--- src/rtl/sub_chunk_serial_if.sv ---
// sub_chunk_serial_if
// -------------------
// Bundles the upstream (input chunk) and downstream (output chunk) handshake
// and data signals of the chunk-serial subtractor.
//
// Handshake: a transfer happens on a rising clock edge where valid and ready
// are both 1. The sender holds valid and its data stable until that edge.
// The receiver may raise or lower ready at any time. Data is sampled only on
// a transfer edge.
//
// Parameters:
//   W     chunk width in bits
//   IDXW  width of chunk_idx
//
// Signals:
//   in_valid / in_ready   input chunk handshake (c = minuend, b = subtrahend)
//   out_valid / out_ready output chunk handshake
//   a                     difference chunk
//   first / last          output chunk is chunk 0 / chunk CC-1 of a word
//   borrow_out            final word borrow, only set alongside last
//   chunk_idx             position of the output chunk within its word
//
// Modports:
//   master  environment view: drives the input chunk and out_ready
//   slave   subtractor view
interface sub_chunk_serial_if #(
   parameter int W    = 4,
   parameter int IDXW = 6
);
   logic            in_valid;
   logic            in_ready;
   logic [W-1:0]    c;
   logic [W-1:0]    b;
   logic            out_valid;
   logic            out_ready;
   logic [W-1:0]    a;
   logic            first;
   logic            last;
   logic            borrow_out;
   logic [IDXW-1:0] chunk_idx;

   modport master (
      output in_valid, c, b, out_ready,
      input  in_ready, out_valid, a, first, last, borrow_out, chunk_idx
   );

   modport slave (
      input  in_valid, c, b, out_ready,
      output in_ready, out_valid, a, first, last, borrow_out, chunk_idx
   );
endinterface

--- src/rtl/sub_chunk_serial.sv ---
// sub_chunk_serial
// ----------------
// Chunk-serial subtractor: A = C - B over an N-bit word, streamed least
// significant chunk first as CC chunks of W bits. The borrow is carried
// between chunks of a word and cleared at each word boundary; the final
// borrow (C < B) is reported with the last chunk of the word.
//
// Ports:
//   clk   rising-edge clock
//   rst   synchronous reset, active low
//   bus   sub_chunk_serial_if.slave: input chunk handshake (c, b) and output
//         chunk handshake (a, first, last, borrow_out, chunk_idx)
//
// The output stage is a single register; in_ready lets a new chunk in
// whenever that register is empty or being drained in the same cycle.
module sub_chunk_serial #(
   parameter int N    = 256,
   parameter int CC   = 64,
   parameter int W    = N / CC,
   parameter int IDXW = (CC > 1) ? $clog2(CC) : 1
) (
   input  logic               clk,
   input  logic               rst,
   sub_chunk_serial_if.slave  bus
);

   localparam logic [IDXW-1:0] LAST_IDX = IDXW'(CC - 1);

   // State
   logic            borrow_q,     borrow_d;
   logic [IDXW-1:0] in_cnt_q,     in_cnt_d;
   logic            out_valid_q,  out_valid_d;
   logic [W-1:0]    a_q,          a_d;
   logic            first_q,      first_d;
   logic            last_q,       last_d;
   logic            borrow_out_q, borrow_out_d;
   logic [IDXW-1:0] chunk_idx_q,  chunk_idx_d;

   // Datapath / handshake helpers
   logic            in_ready;
   logic            in_fire;
   logic            out_fire;
   logic            cnt_last;
   logic [W:0]      diff;

   always_comb begin
      in_ready = !out_valid_q || bus.out_ready;
      in_fire  = bus.in_valid && in_ready;
      out_fire = out_valid_q && bus.out_ready;
      cnt_last = (in_cnt_q == LAST_IDX);
      // W+1 bit subtraction: the top bit is the borrow out of this chunk.
      diff     = {1'b0, bus.c} - {1'b0, bus.b} - {{W{1'b0}}, borrow_q};
   end

   always_comb begin
      borrow_d     = borrow_q;
      in_cnt_d     = in_cnt_q;
      out_valid_d  = out_valid_q;
      a_d          = a_q;
      first_d      = first_q;
      last_d       = last_q;
      borrow_out_d = borrow_out_q;
      chunk_idx_d  = chunk_idx_q;

      if (in_fire) begin
         a_d         = diff[W-1:0];
         chunk_idx_d = in_cnt_q;
         first_d     = (in_cnt_q == '0);
         last_d      = cnt_last;
         out_valid_d = 1'b1;
         if (cnt_last) begin
            // End of word: publish the borrow and start the next word clean.
            borrow_out_d = diff[W];
            borrow_d     = 1'b0;
            in_cnt_d     = '0;
         end else begin
            borrow_out_d = 1'b0;
            borrow_d     = diff[W];
            in_cnt_d     = in_cnt_q + IDXW'(1);
         end
      end else if (out_fire) begin
         out_valid_d = 1'b0;
      end
   end

   always_ff @(posedge clk) begin
      if (!rst) begin
         borrow_q     <= 1'b0;
         in_cnt_q     <= '0;
         out_valid_q  <= 1'b0;
         a_q          <= '0;
         first_q      <= 1'b0;
         last_q       <= 1'b0;
         borrow_out_q <= 1'b0;
         chunk_idx_q  <= '0;
      end else begin
         borrow_q     <= borrow_d;
         in_cnt_q     <= in_cnt_d;
         out_valid_q  <= out_valid_d;
         a_q          <= a_d;
         first_q      <= first_d;
         last_q       <= last_d;
         borrow_out_q <= borrow_out_d;
         chunk_idx_q  <= chunk_idx_d;
      end
   end

   assign bus.in_ready   = in_ready;
   assign bus.out_valid  = out_valid_q;
   assign bus.a          = a_q;
   assign bus.first      = first_q;
   assign bus.last       = last_q;
   assign bus.borrow_out = borrow_out_q;
   assign bus.chunk_idx  = chunk_idx_q;

endmodule

--- src/flat_wrapper.sv ---
// flat-port wrapper written by rule: the top's interface ports become plain ports
module sub_chunk_serial_flat 
#(
   parameter int N    = 256,
   parameter int CC   = 64,
   parameter int W    = N / CC,
   parameter int IDXW = (CC > 1) ? $clog2(CC) : 1
)
  (clk, rst, bus_in_valid, bus_c, bus_b, bus_out_ready, bus_in_ready, bus_out_valid, bus_a, bus_first, bus_last, bus_borrow_out, bus_chunk_idx);
  sub_chunk_serial_if #(.W(W), .IDXW(IDXW)) bus_i ();
  input  logic clk;
  input  logic rst;
  input wire logic [$bits(bus_i.in_valid)-1:0] bus_in_valid;
  input wire logic [$bits(bus_i.c)-1:0] bus_c;
  input wire logic [$bits(bus_i.b)-1:0] bus_b;
  input wire logic [$bits(bus_i.out_ready)-1:0] bus_out_ready;
  output wire logic [$bits(bus_i.in_ready)-1:0] bus_in_ready;
  output wire logic [$bits(bus_i.out_valid)-1:0] bus_out_valid;
  output wire logic [$bits(bus_i.a)-1:0] bus_a;
  output wire logic [$bits(bus_i.first)-1:0] bus_first;
  output wire logic [$bits(bus_i.last)-1:0] bus_last;
  output wire logic [$bits(bus_i.borrow_out)-1:0] bus_borrow_out;
  output wire logic [$bits(bus_i.chunk_idx)-1:0] bus_chunk_idx;
  assign bus_i.in_valid = bus_in_valid;
  assign bus_i.c = bus_c;
  assign bus_i.b = bus_b;
  assign bus_i.out_ready = bus_out_ready;
  assign bus_in_ready = bus_i.in_ready;
  assign bus_out_valid = bus_i.out_valid;
  assign bus_a = bus_i.a;
  assign bus_first = bus_i.first;
  assign bus_last = bus_i.last;
  assign bus_borrow_out = bus_i.borrow_out;
  assign bus_chunk_idx = bus_i.chunk_idx;
  sub_chunk_serial #(.N(N), .CC(CC), .W(W), .IDXW(IDXW)) u_core (.clk(clk), .rst(rst), .bus(bus_i));
endmodule
--- config.mk ---
export PLATFORM = sky130hd
export DESIGN_NAME = sub_chunk_serial_flat
export DESIGN_NICKNAME = d
export VERILOG_FILES = /design/src/rtl/sub_chunk_serial_if.sv /design/src/rtl/sub_chunk_serial.sv /design/src/flat_wrapper.sv
export SDC_FILE = /design/constraint.sdc
export NUM_CORES = 1
export LEC_CHECK = 0
export CAP_MARGIN = 20
export CORE_MARGIN = 2
export CORE_UTILIZATION = 47
export DETAILED_ROUTE_END_ITERATION = 12
export GPL_TIMING_DRIVEN = 1
export PLACE_DENSITY = 0.89
export SKIP_CTS_REPAIR_TIMING = 1
export SYNTH_ARGS = -nofsm -noshare
export SYNTH_HDL_FRONTEND = slang
export SYNTH_SLANG_ARGS = --single-unit
--- constraint.sdc ---
create_clock -name clk -period 2.2 [get_ports clk]
set_input_delay 0.33 -clock clk [delete_from_list [all_inputs] [get_ports clk]]
set_output_delay 0.33 -clock clk [all_outputs]
set_load 0.02 [all_outputs]
==> flow_summary.toml, run 1 <==
[timing]
fin_skew_ns = 0.004718
final_hold_viol_count = 0
setup_tns_ns = 0
layout_setup_ws_ns = 0.09217
fin_crit_sh_pct = 95.81
period_needed_ns = 2.108
fmax_mhz = 474.4
setup_violations = 0
rsz0062_at_grt = "no"
worstMarginPinSlew_ns = 0.5966
maxSlewHeadroom_pct = 60.18
finalMaxSlewViolations = 0

[job]
maxCapViolations = 0

[floorplan]
fp-row-count = 17
die_y_um = 51.49
design.portCount = 27
die-area_um2 = 2651
die_w_um = 51.49
core_um2 = 2170
start_util_pct = 48.85

[power_and_ir_drop]
leakagePower_nw = 0.5153
p_switching_mw = 0.2180
power_density_nw_per_um2 = 565.9
p_total_mw = 0.7711
seq_power_share_pct = 53.0
power.internal_mw = 0.5532
p_sw_share_pct = 28.26
p_comb_share_pct = 23.0
p_clk_share_pct = 24.0
irDropWorstVdd_v = 0.0003548

[yosys]
syn_area_per_cell_um2 = 8.411
synthCells = 126
synth_area_leaders = "dfxtp_1 (40%), ha_1 (9.4%), nand2_1 (7.8%)"
ys_ff_latch = 21
yosysUniqueCellTypes = 32
synth_commonest_cells = "nand2_1 (22), dfxtp_1 (21), a21oi_1 (15), inv_1 (12), nand3_1 (11)"
yosysWarnings = 0
syn_nets = 148
synth_top_cell_by_area = "dfxtp_1"
synth_top_area_share_pct = 39.67
seq_area_frac_synth_pct = 39.67
synth_edf_count = 0
synth_flop_cell = "dfxtp_1"
syn_area_um2 = 1060
synthArstFlopShare_pct = 0
yosysMostFrequentCell = "nand2_1"

[setup_path]
rrSetupSlack_ns = 0.28
arrival_ns = 2.31
worstPathRequired_ns = 2.40
cp-end-kind = "flop"
rr_worst_depth = 7
critPathKind = "input port to flop"
path_max_fanout = 2
critical_path.startpoint_type = "input port"

[route]
dr_total_vias = 950
firstDrtPassIters = 4
ant_nets = 0
drt_wl_total_um = 2076
avgRoutedWirePerCell_um = 11.53
drtIter0Drc = 14
drc = 0
via_per_inst = 5.278

[finish]
final_nets = 175
stdcell_area_um2 = 1363
finalNonFillerCells = 180
drive_gt1_share_pct = 5.921
area_growth_pct = 28.57
antennaDiodeCount = 0

[placed_design]
gp_congestion = 0.8301
place_ws_ns = -0.4169
dpl.hpwl_um = 1588
numPortBuffers = 26
placedInstanceArea_um2 = 1330
dp.cells = 176

[clocking]
h-tree-depth = 1
path_clk_slew_ns = 0.11
clockRootBuffer = "clkbuf_4"
cts_buffer_depth = 2
tritoncts = "yes"
cts_sinks = 21
cts_made_buffers = 3
clock_latency_ns = 0.30

[grt]
gr-total-overflow = 0
antenna_found_initial = 0
grt_max_degree = 21
grtUsageTotal_pct = 17.61
grt_pass1_wl_um = 3470
grt_pass1_vias = 894

[hold_path]
hp-class = "flop to flop"
hold_path_depth = 2

[run_status]
status = "finished clean"
==> per-stage QoR <==
step           util [%]  hold slack [ns]
6_report          62.80           0.4591
3_3_place_gp      61.30           0.4416
4_1_cts           62.51           0.4632
3_5_place_dp      61.30           0.4472
2_1_floorplan         -           0.4595
5_1_grt           62.80           0.4830
==> power by group through the flow <==
stage               registers [mW]  clock network, mW  logic (mW)
finish                       0.409              0.185       0.177
global placement             0.417                  0       0.165
global route                 0.411              0.205       0.196
floorplan                    0.431                  0      0.0914
CTS                          0.409              0.190       0.176
detailed placement           0.417                  0       0.176
==> final cells by class <==
class	instances	area, um^2
clock buffer	4	26.28
inverter	12	45.04
sequential	21	420.4
multi-input combinational	87	560.5
timing repair buffer	28	275.3
fill	199	807.0
tap	28	35.03
==> worst paths after layout <==
kind,to,from
max reg2reg,u_core.bus.borrow_out,u_core.borrow_q
min reg2reg,u_core.bus.last,u_core.bus.last
max,u_core.bus.borrow_out,bus_b[0]
min,u_core.bus.last,u_core.bus.last
==> per-layer routing <==
| metal | part of all wire, % | track usage [%] |
|---|---|---|
| met1 | 39 | 17.64 |
| met5 | 0 | 0 |
| met3 | 4.9 | 4.094 |
| met4 | 2.2 | 9.649 |
| met2 | 54 | 32.91 |
==> state kept, by name (all words and copies together), names as in the netlist <==
signal and count:
u_core.borrow_q 1, u_core.bus.a 4, u_core.bus.borrow_out 1, u_core.bus.chunk_idx 6, u_core.bus.first 1, u_core.bus.last 1
u_core.bus.out_valid 1, u_core.in_cnt_q 6
==> layout by cell type, fill, tap and decap left out, types with 2 or more instances in the layout <==
cell | synthesis | final
nand2b_1 | 3 | 3
clkbuf_4 | 0 | 3
nand2_1 | 22 | 22
xor2_1 | 2 | 2
nand3_1 | 11 | 11
inv_1 | 12 | 12
ha_1 | 8 | 8
a21oi_1 | 15 | 14
buf_4 | 0 | 2
dfxtp_1 | 21 | 21
nor2_1 | 4 | 4
xnor2_1 | 2 | 2
clkdlybuf4s50_1 | 0 | 26
==> logic make-up after synthesis <==
kind of cell	after synthesis	share of synthesized area (%)
xor gates and xnor gates	4	3.306
AOI/OAI and AO/OA	23	12.75
adders and majority gates	10	13.22
buffers and inverters	18	8.028
DFF	21	39.67
and+or+nand+nor	50	23.02
==> critical path, stage by stage <==
cell	delay [ns]
clkdlybuf4s50_1	0.46
inv_1	0.06
fa_2	0.40
fa_1	0.38
nand2b_1	0.19
a21oi_2	0.15
xnor2_1	0.10
o41ai_1	0.25
(Power assumes the default switching activity.)
==> run 2: changes to the inputs <==
- CORE_UTILIZATION: 47 -> 43
- PLACE_DENSITY: 0.89 -> 0.86
- clock period: 2.2 -> 1.92 ns (I/O delays scaled with it)
==> run 2 against run 1 <==
Effect of this change: worst setup slack got worse by 0.042 ns; die area increased by 8.6%; global-route usage increased by 0.80 points.
==> flow_summary.toml, run 2 (synthesized netlist as in run 1, its figures left out) <==
[run_status]
status = "finished clean"

[clocking]
path_clk_slew_ns = 0.11
cts_made_buffers = 3
cts_buffer_depth = 2
clockRootBuffer = "clkbuf_4"
tritoncts = "yes"
h-tree-depth = 1
cts_sinks = 21
clock_latency_ns = 0.30

[finish]
antennaDiodeCount = 0
fin_util_pct = 63.55
multi_input_area_um2 = 593.1
stdcell_area_um2 = 1446
layout_common_cells = "clkdlybuf4s50_1 (24), nand2_1 (22), dfxtp_1 (20), a21oi_1 (14), nand3_1 (11)"
fill_cells = 197
seq_area_um2 = 421.7
final_common_cell = "clkdlybuf4s50_1"
final_nets = 181
area_growth_pct = 36.48
drive_gt1_share_pct = 13.92

[setup_path]
cp-end-kind = "flop"
arrival_ns = 2.06
timing.rr.start = "u_core.borrow_q"
cp-startpoint = "u_core.borrow_q"
critPathKind = "flop to flop"
critical_path.startpoint_type = "flop"
worstPathRequired_ns = 2.11
path_max_fanout = 2

[timing]
setup_tns_ns = 0
final_hold_viol_count = 0
finalMaxSlewViolations = 0
worstMarginPinSlew_ns = 0.3209
fin_skew_ns = 0.008523
setup_violations = 0
fmax_mhz = 534.9
period_needed_ns = 1.869
fin_crit_sh_pct = 97.37
maxSlewHeadroom_pct = 78.58
rsz0062_at_grt = "yes"
fin_hold_ws_ns = 0.4611

[floorplan]
die-area_um2 = 2878
die_w_um = 53.65
fp-row-count = 17
design.portCount = 27
start_util_pct = 46.56
die_y_um = 53.65
core_um2 = 2276

[route]
firstDrtPassIters = 4
avgRoutedWirePerCell_um = 12.31
drtIter0Drc = 10
via_per_inst = 5.177
drc = 0
drt_wl_total_um = 2289
dr_total_vias = 963
ant_nets = 0

[power_and_ir_drop]
leakagePower_nw = 0.5787
p_total_mw = 0.9134
irDropWorstVdd_v = 0.0003714
power_density_nw_per_um2 = 631.5

[placed_design]
gp_congestion = 0.8126
placedInstanceArea_um2 = 1368
dpl.hpwl_um = 1684
numPortBuffers = 26

[grt]
antenna_found_initial = 0
grt_max_degree = 19
grt_pass1_vias = 955
gr-total-overflow = 0
grtUsageTotal_pct = 18.41
grt_pass1_wl_um = 3801

[hold_path]
hp-class = "flop to flop"
holdCritStartpoint = "u_core.bus.chunk_idx[4]"

[job]
maxCapViolations = 0
run 2: changes by cell type in the layout (fill, tap and decap cells not counted), moves of 2 or more:
| cell | delta |
|---|---|
| dlymetal6s2s_1 | +2 |
| inv_2 | +2 |
| inv_1 | -2 |
| clkdlybuf4s50_1 | -2 |
| buf_4 | +6 |
run 2: area by class of cell:
cell class	count	share of cell area, %
repair buffers	34	22.49
clock buffers	4	1.817
flip-flops and latches	21	29.15
multi-input cells	87	41.00
inverters	12	3.114
well taps	28	2.422
run 2: per-layer routing:
metal  track usage (%)  vias up  part of all wire [%]
met5                 0        -                     0
met4             11.97        0                   1.2
met3             3.333        4                   5.0
met2             34.77       33                    54
met1             18.18      442                    40
li1                  -      484                     -
run 2: critical path: stages (launching register included):
cell,delay (ns)
dfxtp_2,0.34
inv_2,0.04
fa_2,0.36
fa_2,0.41
nand2b_4,0.17
a21oi_4,0.17
xnor2_2,0.14
o32ai_1,0.12
run 2: worst paths after layout:
| kind | slack, ns | depth (start not counted) | to |
|---|---|---|---|
| min | 0.46 | 2 | u_core.bus.chunk_idx[4] |
| max | 0.05 | 7 | u_core.borrow_q |
| max reg2reg | 0.05 | 7 | u_core.borrow_q |
| min reg2reg | 0.46 | 2 | u_core.bus.chunk_idx[4] |
run 2: metrics by stage:
stage	std cells	setup slack [ns]
floorplan	126	0.01471
global placement	181	-0.4982
detailed placement	181	-0.6205
CTS	185	-0.2755
global route	186	-0.04051
finish	186	0.05052
run 2: where the power goes:
part	internal (mW)	switching [mW]
registers	0.456	0.0142
clock network	0.0811	0.129
logic	0.118	0.116
total	0.654	0.259
